[src/rtl/mux16_rr_arbiter_pkg.sv]
// Shared definitions for the 16-way arbitrated bit mux.
//   NREQ     : number of requesters
//   IDXW     : width of a requester index
//   state_t  : output-slot state (IDLE = empty, FULL = holding a sample)
//   PTR_RST  : pointer value after reset, so the first round-robin search starts at 0
package mux16_rr_arbiter_pkg;

    localparam int NREQ = 16;
    localparam int IDXW = 4;

    typedef enum logic {
        IDLE = 1'b0,
        FULL = 1'b1
    } state_t;

    localparam logic [IDXW-1:0] PTR_RST = 4'd15;

endpackage

[src/rtl/mux16_rr_arbiter_sel16.sv]
// 16:1 single-bit select.
//   in  : 16 candidate bits
//   sel : index of the bit to pass through
//   out : in[sel]
module sel16
    import mux16_rr_arbiter_pkg::*;
(
    input  logic [NREQ-1:0] in,
    input  logic [IDXW-1:0] sel,
    output logic            out
);

    assign out = in[sel];

endmodule

[src/rtl/mux16_rr_arbiter.sv]
// 16-requester arbiter that captures one data bit per grant into a
// single-entry output slot with a valid/ready handshake.
//   FIXED_PRIO : 0 = round-robin, 1 = lowest eligible index wins
//   clk, rst_n : clock, synchronous active-low reset
//   req, mask  : request levels and per-requester disables
//   in         : per-requester data bit, captured on grant
//   ack        : one-hot pulse marking the granted requester (combinational)
//   out        : captured data bit, out_src its requester index
//   out_valid  : slot holds a sample; out_ready accepts it
module mux16_rr_arbiter
    import mux16_rr_arbiter_pkg::*;
#(
    parameter int FIXED_PRIO = 0
) (
    input  logic            clk,
    input  logic            rst_n,
    input  logic [NREQ-1:0] req,
    input  logic [NREQ-1:0] in,
    input  logic [NREQ-1:0] mask,
    output logic [NREQ-1:0] ack,
    output logic            out,
    output logic [IDXW-1:0] out_src,
    output logic            out_valid,
    input  logic            out_ready
);

    state_t          state;
    logic [IDXW-1:0] ptr;
    logic [NREQ-1:0] elig;
    logic [NREQ-1:0] rot;
    logic [IDXW-1:0] start, off, g_rr, g_fp, g;
    logic            slot_free, grant, sel_bit;

    assign elig      = req & ~mask;
    assign slot_free = (state == IDLE) || out_ready;
    assign grant     = rst_n && slot_free && (elig != '0);

    // Rotate the eligible vector so bit 0 is the index just after the last
    // winner; the lowest set bit of the rotated vector is then the next in turn.
    always_comb begin
        start = ptr + IDXW'(1);
        rot   = NREQ'({elig, elig} >> start);
        off   = '0;
        for (int i = NREQ - 1; i >= 0; i--)
            if (rot[i]) off = IDXW'(i);
        g_rr  = start + off;
        g_fp  = '0;
        for (int i = NREQ - 1; i >= 0; i--)
            if (elig[i]) g_fp = IDXW'(i);
        g     = (FIXED_PRIO != 0) ? g_fp : g_rr;
    end

    assign ack = grant ? (NREQ'(1) << g) : '0;

    sel16 u_sel (
        .in  (in),
        .sel (g),
        .out (sel_bit)
    );

    always_ff @(posedge clk) begin
        if (!rst_n) begin
            state     <= IDLE;
            out_valid <= 1'b0;
            out       <= 1'b0;
            out_src   <= '0;
            ptr       <= PTR_RST;
        end else if (slot_free) begin
            if (elig != '0) begin
                state     <= FULL;
                out_valid <= 1'b1;
                out       <= sel_bit;
                out_src   <= g;
                ptr       <= g;
            end else begin
                state     <= IDLE;
                out_valid <= 1'b0;
            end
        end
    end

endmodule

[config.mk]
export PLATFORM = sky130hd
export DESIGN_NAME = mux16_rr_arbiter
export DESIGN_NICKNAME = d
export VERILOG_FILES = /design/src/rtl/mux16_rr_arbiter_pkg.sv /design/src/rtl/mux16_rr_arbiter_sel16.sv /design/src/rtl/mux16_rr_arbiter.sv
export SDC_FILE = /design/constraint.sdc
export NUM_CORES = 1
export LEC_CHECK = 0
export ABC_AREA = 1
export CAP_MARGIN = 20
export CORE_ASPECT_RATIO = 1.75
export CORE_MARGIN = 3
export CORE_UTILIZATION = 29
export DETAILED_ROUTE_END_ITERATION = 8
export PLACE_DENSITY = 0.63
export RECOVER_POWER = 100
export SYNTH_ARGS = -nofsm -noshare
export SYNTH_HDL_FRONTEND = slang
export SYNTH_SLANG_ARGS = --single-unit
[constraint.sdc]
create_clock -name clk -period 10.56 [get_ports clk]
set_input_delay 1.584 -clock clk [delete_from_list [all_inputs] [get_ports clk]]
set_output_delay 1.584 -clock clk [all_outputs]
set_load 0.05 [all_outputs]
---- Yosys cells after proc, flatten, opt, wreduce, memory -nomap -nowiden ----
Cells that the tools add are included.
Widths: inputs -> output; s select.
word-level totals
  flip-flop bits (word level) ............. 10
  input port bits ......................... 51
  output and inout port bits .............. 22
  word-level logic and storage cells ...... 37
cells by class
  add/subtract/negate cells ............... 2
  $lt $le $gt $ge ......................... 1
  shifts and indexed selects .............. 2
  mux-type cells .......................... 20
  bitwise gates (word level) .............. 3
  reduce and logical (&&, ||, !) cells .... 5
operators with widths
  operator              number
  $mux 4                16
  $shr 32x4->16         1
  $and 16x16->16        1
  $mux 16               1
  $not 16->16           1
  $reduce_bool 16->1    1
  $shl 1x4->16 const A  1
  $lt 4x5->1 const B    1
  $add 4x1->4 const B   1
  $add 4x4->4           1
  $bmux 1 s4            1
  $logic_and 1x1->1     2
  $mux 1                2
  $reduce_and 2->1      1
  $logic_or 1x1->1      1
  $not 1->1             1

---- Longest topological paths before layout ----
  depth after elaboration ................. 22
  mapped depth ............................ 36
  depth with buffers taken out ............ 34

---- Modules after synthesis ----
From an unflattened synthesis, not the netlist that was laid out.
unflattened totals
  cell total of the unflattened synthesis .. 393
  area, all modules ....................... 2077.0 um^2
modules (own cells, without submodules)
  module            instances  cells an instance  area each (um^2)  seq. area each (um^2)
  mux16_rr_arbiter  1          343                1846.8            200.2
  sel16             1          50                 230.2             0.0

---- Worst setup path after synthesis ----
No wires, ideal clock.
  path kind ............................... in2out
  start point ............................. in mask[1]
  end point ............................... out ack[12]
  data arrival time ....................... 4.741 ns
  required time ........................... 8.976 ns
  path slack .............................. 4.235 ns
  cell stages on the path ................. 29
  buffers on the path ..................... 0
  cells stage by stage .................... inv_1 -> nand3_1 -> nand3_1 -> nand3_1 -> nand2_1 -> nand2_1 -> nand2_1 -> nand2_1 -> nand2_1 -> nand2_1 -> nand2_1 -> nand2_1 -> nand2_1 -> nand2_1 -> nand2_1 -> nand2_1 -> nand2_1 -> nand2_1 -> nand2_1 -> nand2_1 -> a21oi_1 -> ha_1 -> inv_1 -> fa_1 -> xnor2_1 -> inv_1 -> nor2_1 -> nand3_1 -> nor2_1
between the ends
  cells in the longest elaborated chain, start to end .. 22
  elaborated cells between the ends (all ways) .. 24
  classes of those cells .................. 1 x add/sub; 2 x shift; 17 x mux; 2 x bitwise; 2 x reduce/logical
ends and longest elaborated chain
  item                   RTL line                text
  start, declared        mux16_rr_arbiter.sv:19  input logic [NREQ-1:0] mask,
  $not 16->16 *          mux16_rr_arbiter.sv:34  assign elig = req & ~mask;
  $and 16x16->16 *       mux16_rr_arbiter.sv:34
  $shr 32x4->16          mux16_rr_arbiter.sv:42  rot = NREQ'({elig, elig} >> start);
  $mux 4 (16 in series)  mux16_rr_arbiter.sv:45  if (rot[i]) off = IDXW'(i);
  $add 4x4->4            mux16_rr_arbiter.sv:46  g_rr = start + off;
  $shl 1x4->16           mux16_rr_arbiter.sv:53  assign ack = grant ? (NREQ'(1) << g) : '0;
  $mux 16 *              mux16_rr_arbiter.sv:53
  end, declared          mux16_rr_arbiter.sv:20  output logic [NREQ-1:0] ack,
Mark *: on every way between the ends. The rest lies on a longest branch, timed or not.

---- Final worst setup path ----
  start point ............................. in mask[3]
  end point ............................... out ack[5]
The elaborated chain is that of the path after synthesis.

==> impl_metrics.yaml <==
critical_path:
  crit_fanout: 7
  crit_path_start: "mask[3]"
  start_kind: "input port"
  cp_common_cell: "nand2_1"
  path_class: "input port to output pin"
  critPathMaxStageDelay_ns: 0.90
  cp-end-kind: "output pin"
  critPathSlowestCell: "dlygate4sd3_1"
  reg2reg_from: "ptr[0]$_SDFFE_PN1P_"
  required_ns: 8.98
  cp.arrival_ns: 6.07
yosys:
  post-synth-top-area-cell: "nand3_1"
  synth_fa_ha_area_share_pct: 3.45
  synth_top_cell_area_share_pct: 22.9
  synth_edf_count: 0
  synth_compound_area_share_pct: 15.6
  syn_nets: 413
  synth_ff_type: "dfxtp_1"
  muxShareOfSynthArea_pct: 0
  yosysWarnings: 0
  async_reset_ff_share_pct: 0
  syn_inst: 357
  ys_ff_latch: 10
  syn_area_sq_um: 2030
  synth_top_family_by_area: "simple AND/OR/NAND/NOR gates"
  synth_simple_gate_area_share_pct: 53.7
  ys_types: 37
  synth_xor_area_share_pct: 3.57
  yosysSeqAreaShare_pct: 9.85
  synth_area_leaders: "nand3_1, nand2_1, dfxtp_1, inv_1, nand3_2"
  syn_area_per_cell_sq_um: 5.69
sta:
  fin_crit_sh_pct: 72.5
  setup_violations: 0
  hold_ws_ns: 0.467
  hold_violations: 0
  fmax_mhz: 131
  fin_skew_ns: 0.00113
  worstMarginPinSlew_ns: 0.672
  rsz0062_at_grt: "no"
  drv_slew: 0
  relSlewSlack_pct: 55.1
  fin_setup_tns_ns: 0
  fin_crit_ns: 7.66
detailed_routing:
  drtPass1Iterations: 4
  wire_per_inst_um: 12.8
  vias: 2515
  wirelength_mm: 6.43
  postRouteAntennaNets: 0
  drc: 0
  vias_per_cell: 5.00
  drtIter0Drc: 106
clocking:
  cts_made_buffers: 3
  cts_resized: 0
  cts_buffer_depth: 2
  clk_pin_slew_ns: 0.04
  cts_tree: "built"
  numClockSinks: 10
  cts_hold_buf: 0
  htreeDepth: 1
  post-cts-setup-buffers: 0
  cts_root_buffer: "clkbuf_16"
  clk_latency_ns: 0.24
final_layout:
  syn_to_final_growth_pct: 40.0
  nNetsFinal: 478
  fin_area_sq_um: 2850
  drive_gt1_share_pct: 8.79
  stdcell_count: 503
  antenna_cells: 0
placed_design:
  place_hpwl_mm: 5.46
  port_buffers: 72
  gp_congestion: 0.871
  dp_cells: 499
  place_area_sq_um: 2770
floorplan:
  initial_core_util_pct: 30.4
  rows: 39
  ioPinCount: 73
  die_area_sq_um: 8090
  dieHeight_um: 117
  die_w_um: 69.3
  core_sq_um: 6690
global_route:
  antenna_found_initial: 0
  overflow: 0
  grt_usage_pct: 15.7
  grt_pass1_wl_mm: 10.6
  grt_pass1_vias: 2391
  grt_max_degree: 26
min_path:
  hold_start: "out_src[2]$_SDFFE_PN0P_"
  hold_class: "register to register"
flow_run:
  maxCapViolations: 0
status:
  outcome: "finished, final reports clean"
[cells in the mapped netlist (4+ instances only)]
| cell type | count |
|---|---|
| a21oi_1 | 13 |
| a22oi_1 | 8 |
| a31oi_1 | 4 |
| buf_2 | 6 |
| dfxtp_1 | 10 |
| ha_1 | 4 |
| inv_1 | 45 |
| nand2_1 | 79 |
| nand2_2 | 4 |
| nand3_1 | 93 |
| nand3_2 | 11 |
| nor2_1 | 26 |
| nor2_2 | 6 |
| o21ai_0 | 6 |
| o21ai_1 | 7 |
[layer usage]
layer	vias up	GRT usage (%)	wire, um
met5	-	0	0
li1	1331	-	-
met3	7	0.517	113
met1	1139	18.6	2640
met4	0	4.56	93
met2	38	30.5	3580
[state kept, by name, indices dropped and copies added (netlist names)]
register	flops
out	1
state	1
out_src	4
ptr	4
[kinds of logic (layout without fill, tap and decap cells)]
| kind of cell | after synthesis | after routing |
|---|---|---|
| simple gates | 226 | 226 |
| buf+inv | 62 | 126 |
| compound gates | 50 | 50 |
| flops | 10 | 10 |
| fa+ha+maj | 5 | 5 |
| xor+xnor | 4 | 4 |
[worst paths after layout]
kind | endpoint | slack (ns) | cells after the start
max | ack[5] | 2.90 | 31
min | out_src[2]$_SDFFE_PN0P_ | 0.47 | 2
max reg2reg | out$_SDFFE_PN0P_ | 5.32 | 33
min reg2reg | out_src[2]$_SDFFE_PN0P_ | 0.47 | 2
[per-stage QoR]
stage               utilization (%)  setup slack, ns
finish                         42.6             2.90
CTS                            42.7             2.97
global placement               41.4             3.13
floorplan                         -             4.24
detailed placement             41.4             3.01
global route                   42.6             2.19
[layout make-up]
| type | instances | area, sq um |
|---|---|---|
| Multi-Input combinational cell | 285 | 1540 |
| Sequential cell | 10 | 200 |
| Timing Repair Buffer | 72 | 721 |
| Inverter | 50 | 195 |
| Fill cell | 714 | 3840 |
| Tap cell | 82 | 103 |
| Clock buffer | 4 | 88.8 |
[cell usage in the layout, fill, tap and decap left out, drive strengths merged, types with 3 or more instances in the layout]
master and n:
clkdlybuf4s50 49, inv 50, nand2 84, clkbuf 4, nor2 34, nand3 104
a31oi 4, a221oi 3, dlygate4sd3 23, a21oi 13, o21ai 16, dfxtp 10
a22oi 8, ha 4, a22o 3
[worst max-delay path: cells and delay by family]
family	cells	cell delay, ns
and+or+nand+nor	22	1.74
xor gates and xnor gates	1	0.29
AOI/OAI and AO/OA	1	0.14
buffers and inverters	5	1.77
adders and majority gates	2	0.55
Power is left out: the tool's default activity adds up to more than one toggle a clock period on the data nets, which glitch-free logic cannot reach.
